`src/rtl/mem_stage.sv`:
```
// Memory-access stage: passes ALU results to writeback and runs one load/store
// at a time over a valid/ready request port, stalling upstream while it is busy.
module mem_stage #(
  parameter int DMEM_AW = 16
) (
  input  logic               clk,
  input  logic               rst,
  input  logic               in_valid,
  input  logic [1:0]         in_kind,
  input  logic [31:0]        in_addr,
  input  logic [31:0]        in_data,
  input  logic [5:0]         in_rd,
  output logic               n_stall,
  output logic               mem_req_valid,
  input  logic               mem_req_ready,
  output logic               mem_req_we,
  output logic [DMEM_AW-1:0] mem_req_addr,
  output logic [31:0]        mem_req_wdata,
  input  logic               mem_resp_valid,
  input  logic [31:0]        mem_resp_rdata,
  output logic               wb_valid,
  output logic [5:0]         wb_rd,
  output logic [31:0]        wb_data,
  output logic               misalign
);

  typedef enum logic [1:0] {S_IDLE, S_REQ, S_WAIT} state_e;

  localparam logic [1:0] KIND_ALU   = 2'b00;
  localparam logic [1:0] KIND_LOAD  = 2'b01;
  localparam logic [1:0] KIND_STORE = 2'b10;

  state_e             state_q, state_d;
  logic               we_q, we_d;
  logic [DMEM_AW-1:0] addr_q, addr_d;
  logic [31:0]        wdata_q, wdata_d;
  logic [5:0]         prd_q, prd_d;
  logic               wb_valid_q, wb_valid_d;
  logic [5:0]         wb_rd_q, wb_rd_d;
  logic [31:0]        wb_data_q, wb_data_d;
  logic               misalign_q, misalign_d;

  // Only the word-address and byte-offset bits of in_addr matter here.
  logic unused_addr_hi;
  assign unused_addr_hi = ^(in_addr >> (DMEM_AW + 2));

  always_comb begin
    // NOTE: every signal gets a default before the case so no latch is inferred.
    state_d    = state_q;
    we_d       = we_q;
    addr_d     = addr_q;
    wdata_d    = wdata_q;
    prd_d      = prd_q;
    wb_valid_d = 1'b0;
    wb_rd_d    = wb_rd_q;
    wb_data_d  = wb_data_q;
    misalign_d = 1'b0;

    unique case (state_q)
      S_IDLE: begin
        if (in_valid) begin
          if (in_kind == KIND_ALU) begin
            // Integer x0 is never written; FP f0 (bit 5 set) is.
            if (in_rd != 6'd0) begin
              wb_valid_d = 1'b1;
              wb_rd_d    = in_rd;
              wb_data_d  = in_data;
            end
          end else if (in_kind == KIND_LOAD || in_kind == KIND_STORE) begin
            if (in_addr[1:0] != 2'b00) begin
              misalign_d = 1'b1;
            end else begin
              we_d    = (in_kind == KIND_STORE);
              addr_d  = in_addr[DMEM_AW+1:2];
              wdata_d = in_data;
              prd_d   = in_rd;
              state_d = S_REQ;
            end
          end
        end
      end
      S_REQ: begin
        if (mem_req_ready) state_d = we_q ? S_IDLE : S_WAIT;
      end
      S_WAIT: begin
        if (mem_resp_valid) begin
          if (prd_q != 6'd0) begin
            wb_valid_d = 1'b1;
            wb_rd_d    = prd_q;
            wb_data_d  = mem_resp_rdata;
          end
          state_d = S_IDLE;
        end
      end
      default: state_d = S_IDLE;
    endcase
  end

  // NOTE: sequential state uses non-blocking assignments so all registers update together.
  always_ff @(posedge clk or posedge rst) begin
    if (rst) begin
      state_q    <= S_IDLE;
      we_q       <= 1'b0;
      addr_q     <= '0;
      wdata_q    <= '0;
      prd_q      <= '0;
      wb_valid_q <= 1'b0;
      wb_rd_q    <= '0;
      wb_data_q  <= '0;
      misalign_q <= 1'b0;
    end else begin
      state_q    <= state_d;
      we_q       <= we_d;
      addr_q     <= addr_d;
      wdata_q    <= wdata_d;
      prd_q      <= prd_d;
      wb_valid_q <= wb_valid_d;
      wb_rd_q    <= wb_rd_d;
      wb_data_q  <= wb_data_d;
      misalign_q <= misalign_d;
    end
  end

  // Both decode straight from the state register, so reset drops them at once.
  assign n_stall       = (state_q == S_IDLE);
  assign mem_req_valid = (state_q == S_REQ);
  assign mem_req_we    = we_q;
  assign mem_req_addr  = addr_q;
  assign mem_req_wdata = wdata_q;
  assign wb_valid      = wb_valid_q;
  assign wb_rd         = wb_rd_q;
  assign wb_data       = wb_data_q;
  assign misalign      = misalign_q;

endmodule

```
`config.mk`:
```
export PLATFORM = sky130hd
export DESIGN_NAME = mem_stage
export DESIGN_NICKNAME = d
export VERILOG_FILES = /design/src/rtl/mem_stage.sv
export SDC_FILE = /design/constraint.sdc
export NUM_CORES = 1
export LEC_CHECK = 0
export BUFFER_PORTS_ARGS = -buffer_cell sky130_fd_sc_hd__buf_2
export CORE_AREA = 2 2 97 99
export DETAILED_ROUTE_END_ITERATION = 6
export DIE_AREA = 0 0 99 101
export GPL_TIMING_DRIVEN = 0
export PLACE_DENSITY = 0.83
export SLEW_MARGIN = 20
export SYNTH_ARGS = -nofsm -noshare
export SYNTH_HDL_FRONTEND = slang
export SYNTH_SLANG_ARGS = --single-unit
```
`constraint.sdc`:
```
create_clock -name clk -period 8.3 [get_ports clk]
set_input_delay 0.83 -clock clk [delete_from_list [all_inputs] [get_ports clk]]
set_output_delay 0.83 -clock clk [all_outputs]
set_load 0.01 [all_outputs]
```
Word level (Yosys, flattened, before mapping):

Index checks and enable logic that the tools add are counted.

* register bits after elaboration: 97
* output and inout bits: 91
* word-level logic and storage cells: 65
* input port bits: 109

* equal/unequal tests: 13
* reduce and logical (&&, ||, !) cells: 10
* muxes and demuxes: 31
* bitwise operators: 2

Operator list (count)
* $mux W32: 5
* $pmux W32 S2: 1
* $mux W6: 5
* $mux W2: 7
* $pmux W6 S2: 1
* $reduce_and A6 Y1: 2
* $reduce_bool A6 Y1: 2
* $mux W1: 10
* $ne A2 B2 Y1 const B: 5
* $ne A2 B1 Y1 const B: 4
* $pmux W2 S3: 1
* $reduce_and A5 Y1: 1
* $eq A2 B1 Y1 const B: 2
* $eq A2 B2 Y1 const B: 2
* $logic_not A2 Y1: 2
* $reduce_bool A2 Y1: 2
* $not A1 Y1: 2
* $pmux W1 S2: 1
* $logic_or A1 B1 Y1: 1

Depth between registers and ports, before layout:

* word-level depth: 6
* depth in mapped cells: 8
* mapped depth without buffers: 6

Worst setup path before layout:

No wires, ideal clock.

* path type: in2reg
* start: in in_kind[0]
* end: reg addr_q[15] (netlist: mem_req_addr[15])
* path slack: 6171 ps
* required time: 8175 ps
* arrival: 2004 ps
* stages on the path: 7
* cell sequence: inv_1 ha_1 and4b_1 nand2_1 buf_6 buf_6 mux2_4

* word-level cells in the longest chain between the ends: 3

RTL lines
* start: declaration: line 9 `input logic [1:0] in_kind,`
* $eq A2 B1 Y1 (tied with other cells): line 69 `end else if (in_kind == KIND_LOAD || in_kind == KIND_STORE) begin`
* $logic_or A1 B1 Y1 / $not A1 Y1 (equally long branches)
* $reduce_and A5 Y1 (no line) (*)
* end signal: assignment: line 114 `addr_q <= addr_d;`
* end: declaration: line 35 `logic [DMEM_AW-1:0] addr_q, addr_d;`

Mark *: on every way between the ends. The rest lies on a longest branch, timed or not.
A chain may end at the register's enable or synchronous reset.

Final worst setup path:

* start: in in_rd[1]
* end: reg wb_data_q[21] (netlist: wb_data[21])

* word-level cells in the longest chain between the ends: 3

RTL lines
* start: declaration: line 12 `input logic [5:0] in_rd,`
* $reduce_bool A6 Y1: line 64 `if (in_rd != 6'd0) begin`
* $ne A2 B1 Y1 (no line)
* $reduce_and A6 Y1 (no line)
* end signal: assignment: line 119 `wb_data_q <= wb_data_d;`
* end: declaration: line 40 `logic [31:0] wb_data_q, wb_data_d;`

No other way between the ends.

==> metrics.md <==
| Metric | Value |
|---|---|
| Vias | 3303 |
| Crit path depth | 6 |
| Startpoint Class | input pin |
| R2R Setup Slk | ~6.5 ns |
| Setup_tns | 0 ns |
| Final setup violating endpoints | 0 |
| Crit path DAT | 2.29 ns |
| # diodes | 0 |
| Final worst slack | approximately 6.3 ns |
| Most instantiated cells after synthesis | dfrtp_1 (97), a31oi_1 (39), mux2_4 (39) |
| Outcome | complete, no violations |
| Post-DR wirelength/cell | 16.8 um |
| Cts hold-fix bufs | 0 |
| Die height | just over 100 um |
| IO Count | 200 |
| Leak pwr | about 2.8 nW |
| Largest net degree at the start of global routing | 58 |
| Clk pin slew, worst setup/hold paths | approximately 0.10 ns |
| Tot GR Track Use | 0.216 |
| Slew at the pin closest to its max-slew limit | roughly 0.54 ns |
| Worst reg2reg path depth | 5 |
| Critical Path Sink | wb_data[21] |
| Reg2reg start | prd_q[1] |
| Layout cells sized above 1 | 0.511 |
| Worst vdd ir | 141 uV |
| Die Width | 99 um |
| Synthesized Nets | between 400 and 500 |
| Final period util | 0.245 |
| Initial Utilization | 0.483 |
| Ys flop type | dfrtp_1 |
| Nets | approximately 630 |
| Skew-Pair Late Insertion Delay | 0.35 ns |
| #FFs+latches synth | 97 |
| Crit-path most repeated cell | buf_2 |
| Synth area leaders | dfrtp_1 (56%), mux2_4 (13%), mux2i_1 (8.8%) |
| Slowest stage delay, CP | about 0.38 ns |
| Worst Hold Class | input pin to asynchronous set/reset pin |
| Tmin final | about 2.0 ns |
| Resized cells post-CTS | 0 |
| Clock sink total | 97 |
| Global route total overflow | 0 |
| Row count | 35 |
| Clk buf depth | 2 |
| Syn-to-layout area delta | 29.2% |
| Max-Cap Viols | 0 |
| Final Hold Viols | 0 |
| Share of flip-flops with an asynchronous set or reset | 1.00 |
| Initial antenna violation count | 0 |
| Crit. Startpoint | in_rd[1] |
| Synth cell types | 24 |
| PwrDens | ~260 nW/um^2 |
| Cells after Synth | 320 |
| Drt via density | ~5.2 |
| Max-slew headroom | 0.640 |
| HPWL Detailed | between 7000 and 8000 um |
| First-pass GRT wire length | ~17000 um |
| Drt initial violations | around 110 |
| Postcts setup bufs | 0 |
| Buffer and inverter count on the worst path | 3 |
| Register Area | 2430 sq um |
| Routed Antenna Nets | 0 |
| Yosys top cell by area | dfrtp_1 |
| Max Slew Vio Count | 0 |
| GP Congestion | about 0.79 |
| Filler Cells Inserted | 709 |
| Post-synth EDFFs | 0 |
| Synth Cell Area | ~4300 sq um |
| Critical path class | input pin to register |
| CTS tree | done |
| Most numerous cell in the Yosys netlist | dfrtp_1 |
| Clk_skew | around 0.012 ns |
| Average cell area after synthesis | between 10 and 15 sq um |
| Register area share after synthesis | 0.559 |
| Hold WS | about 0.46 ns |
| DRT Pass-1 Iters | 5 |
| Maximum clock frequency | roughly 490 MHz |
| Port buffer count | 185 |
| Drt total wl | 10700 um |
| Worst-path fanout max | 10 |
| Drc violations | 0 |
| Core Region | around 9000 sq um |
| Area occupied by multi-input gates | ~1700 sq um |
| CP required | 8.56 ns |
| Largest delay share family, worst path | buffers and inverters |
| Htree depth | 3 |
| Terminus of the critical flop-to-flop path | wb_data[21] |
| DP Worst Slack | about 5.8 ns |
| Die footprint | around 10000 sq um |
| RSZ-0062 raised after global routing | false |
| Crit-path cells | buf_2 > nor4_1 > a31oi_1 > buf_2 > buf_2 > a31oi_1 |
| CP max stage cell | nor4_1 |
| Vias in the first global route | 3511 |
| Syn. warnings | 0 |
| Synth top area share | 0.559 |
| Num CTS Buffers | 9 |
| Buffer type at the clock tree root | clkbuf_8 |
| Setup crit end kind | register |
-- layout by cell type (no fill, tap or decap), drive strengths merged, types with 3 or more instances in the layout --
master,Yosys,routed
buf,23,209
a21oi,38,38
nor2,4,4
mux2i,38,38
nand2,3,3
dfrtp,97,97
inv,7,9
clkbuf,4,15
clkinv,0,3
mux2,55,55
a31oi,39,39
-- routing by layer --
layer | routed length, um | global-route usage
met5 | 0 | 0
met4 | 165 | 0.0685
met3 | 646 | 0.0423
met2 | 5240 | 0.361
met1 | 4610 | 0.287
-- state kept, by name, summed over array words and instances (netlist names) --
register       count
mem_req_addr      16
mem_req_wdata     32
prd_q              6
mem_req_we         1
wb_data           32
wb_rd              6
misalign           1
state_q            2
wb_valid           1
-- worst min-delay path by stage --
stage / depth (start not counted) / startpoint / to
floorplan: 1 / prd_q[1] / prd_q[1]
global placement: 1 / mem_req_addr[6] / mem_req_addr[6]
detailed placement: 1 / mem_req_addr[6] / mem_req_addr[6]
CTS: 2 / rst / mem_req_wdata[14]
global route: 2 / rst / mem_req_wdata[19]
finish: 2 / rst / mem_req_wdata[19]
-- report_power, final --
group,leakage [nW],internal (W),switching (W)
sequential,1.14,0.000621,0.0000833
combinational,1.59,0.000257,0.000240
clock,0.0883,0.000112,0.000164
-- per-stage QoR --
stage | util | instances | total power (W) | instance area [sq um]
floorplan | - | 320 | 0.000988 | 4340
global placement | 0.602 | 616 | 0.00119 | 5400
detailed placement | 0.606 | 617 | 0.00122 | 5440
CTS | 0.625 | 633 | 0.00150 | 5610
global route | 0.625 | 633 | 0.00157 | 5610
finish | 0.625 | 633 | 0.00148 | 5610
-- cell families after synthesis --
kind of cell               Yosys count  synth area share
and+or+nand+nor                     14            0.0179
muxes                               93             0.264
AOI/OAI and AO/OA                   80             0.107
buffers and inverters               34            0.0458
adders and majority gates            2           0.00577
DFF                                 97             0.559
-- layout make-up --
| class | count | share of cell area |
|---|---|---|
| buffer | 27 | 0.0308 |
| clock buffer | 11 | 0.0234 |
| multi-input combinational | 189 | 0.305 |
| inverter | 7 | 0.00558 |
| sequential | 97 | 0.433 |
| clock inverter | 5 | 0.00714 |
| tap | 111 | 0.0248 |
| timing repair buffer | 186 | 0.170 |
Note: power is estimated with default switching activity, not from simulation.
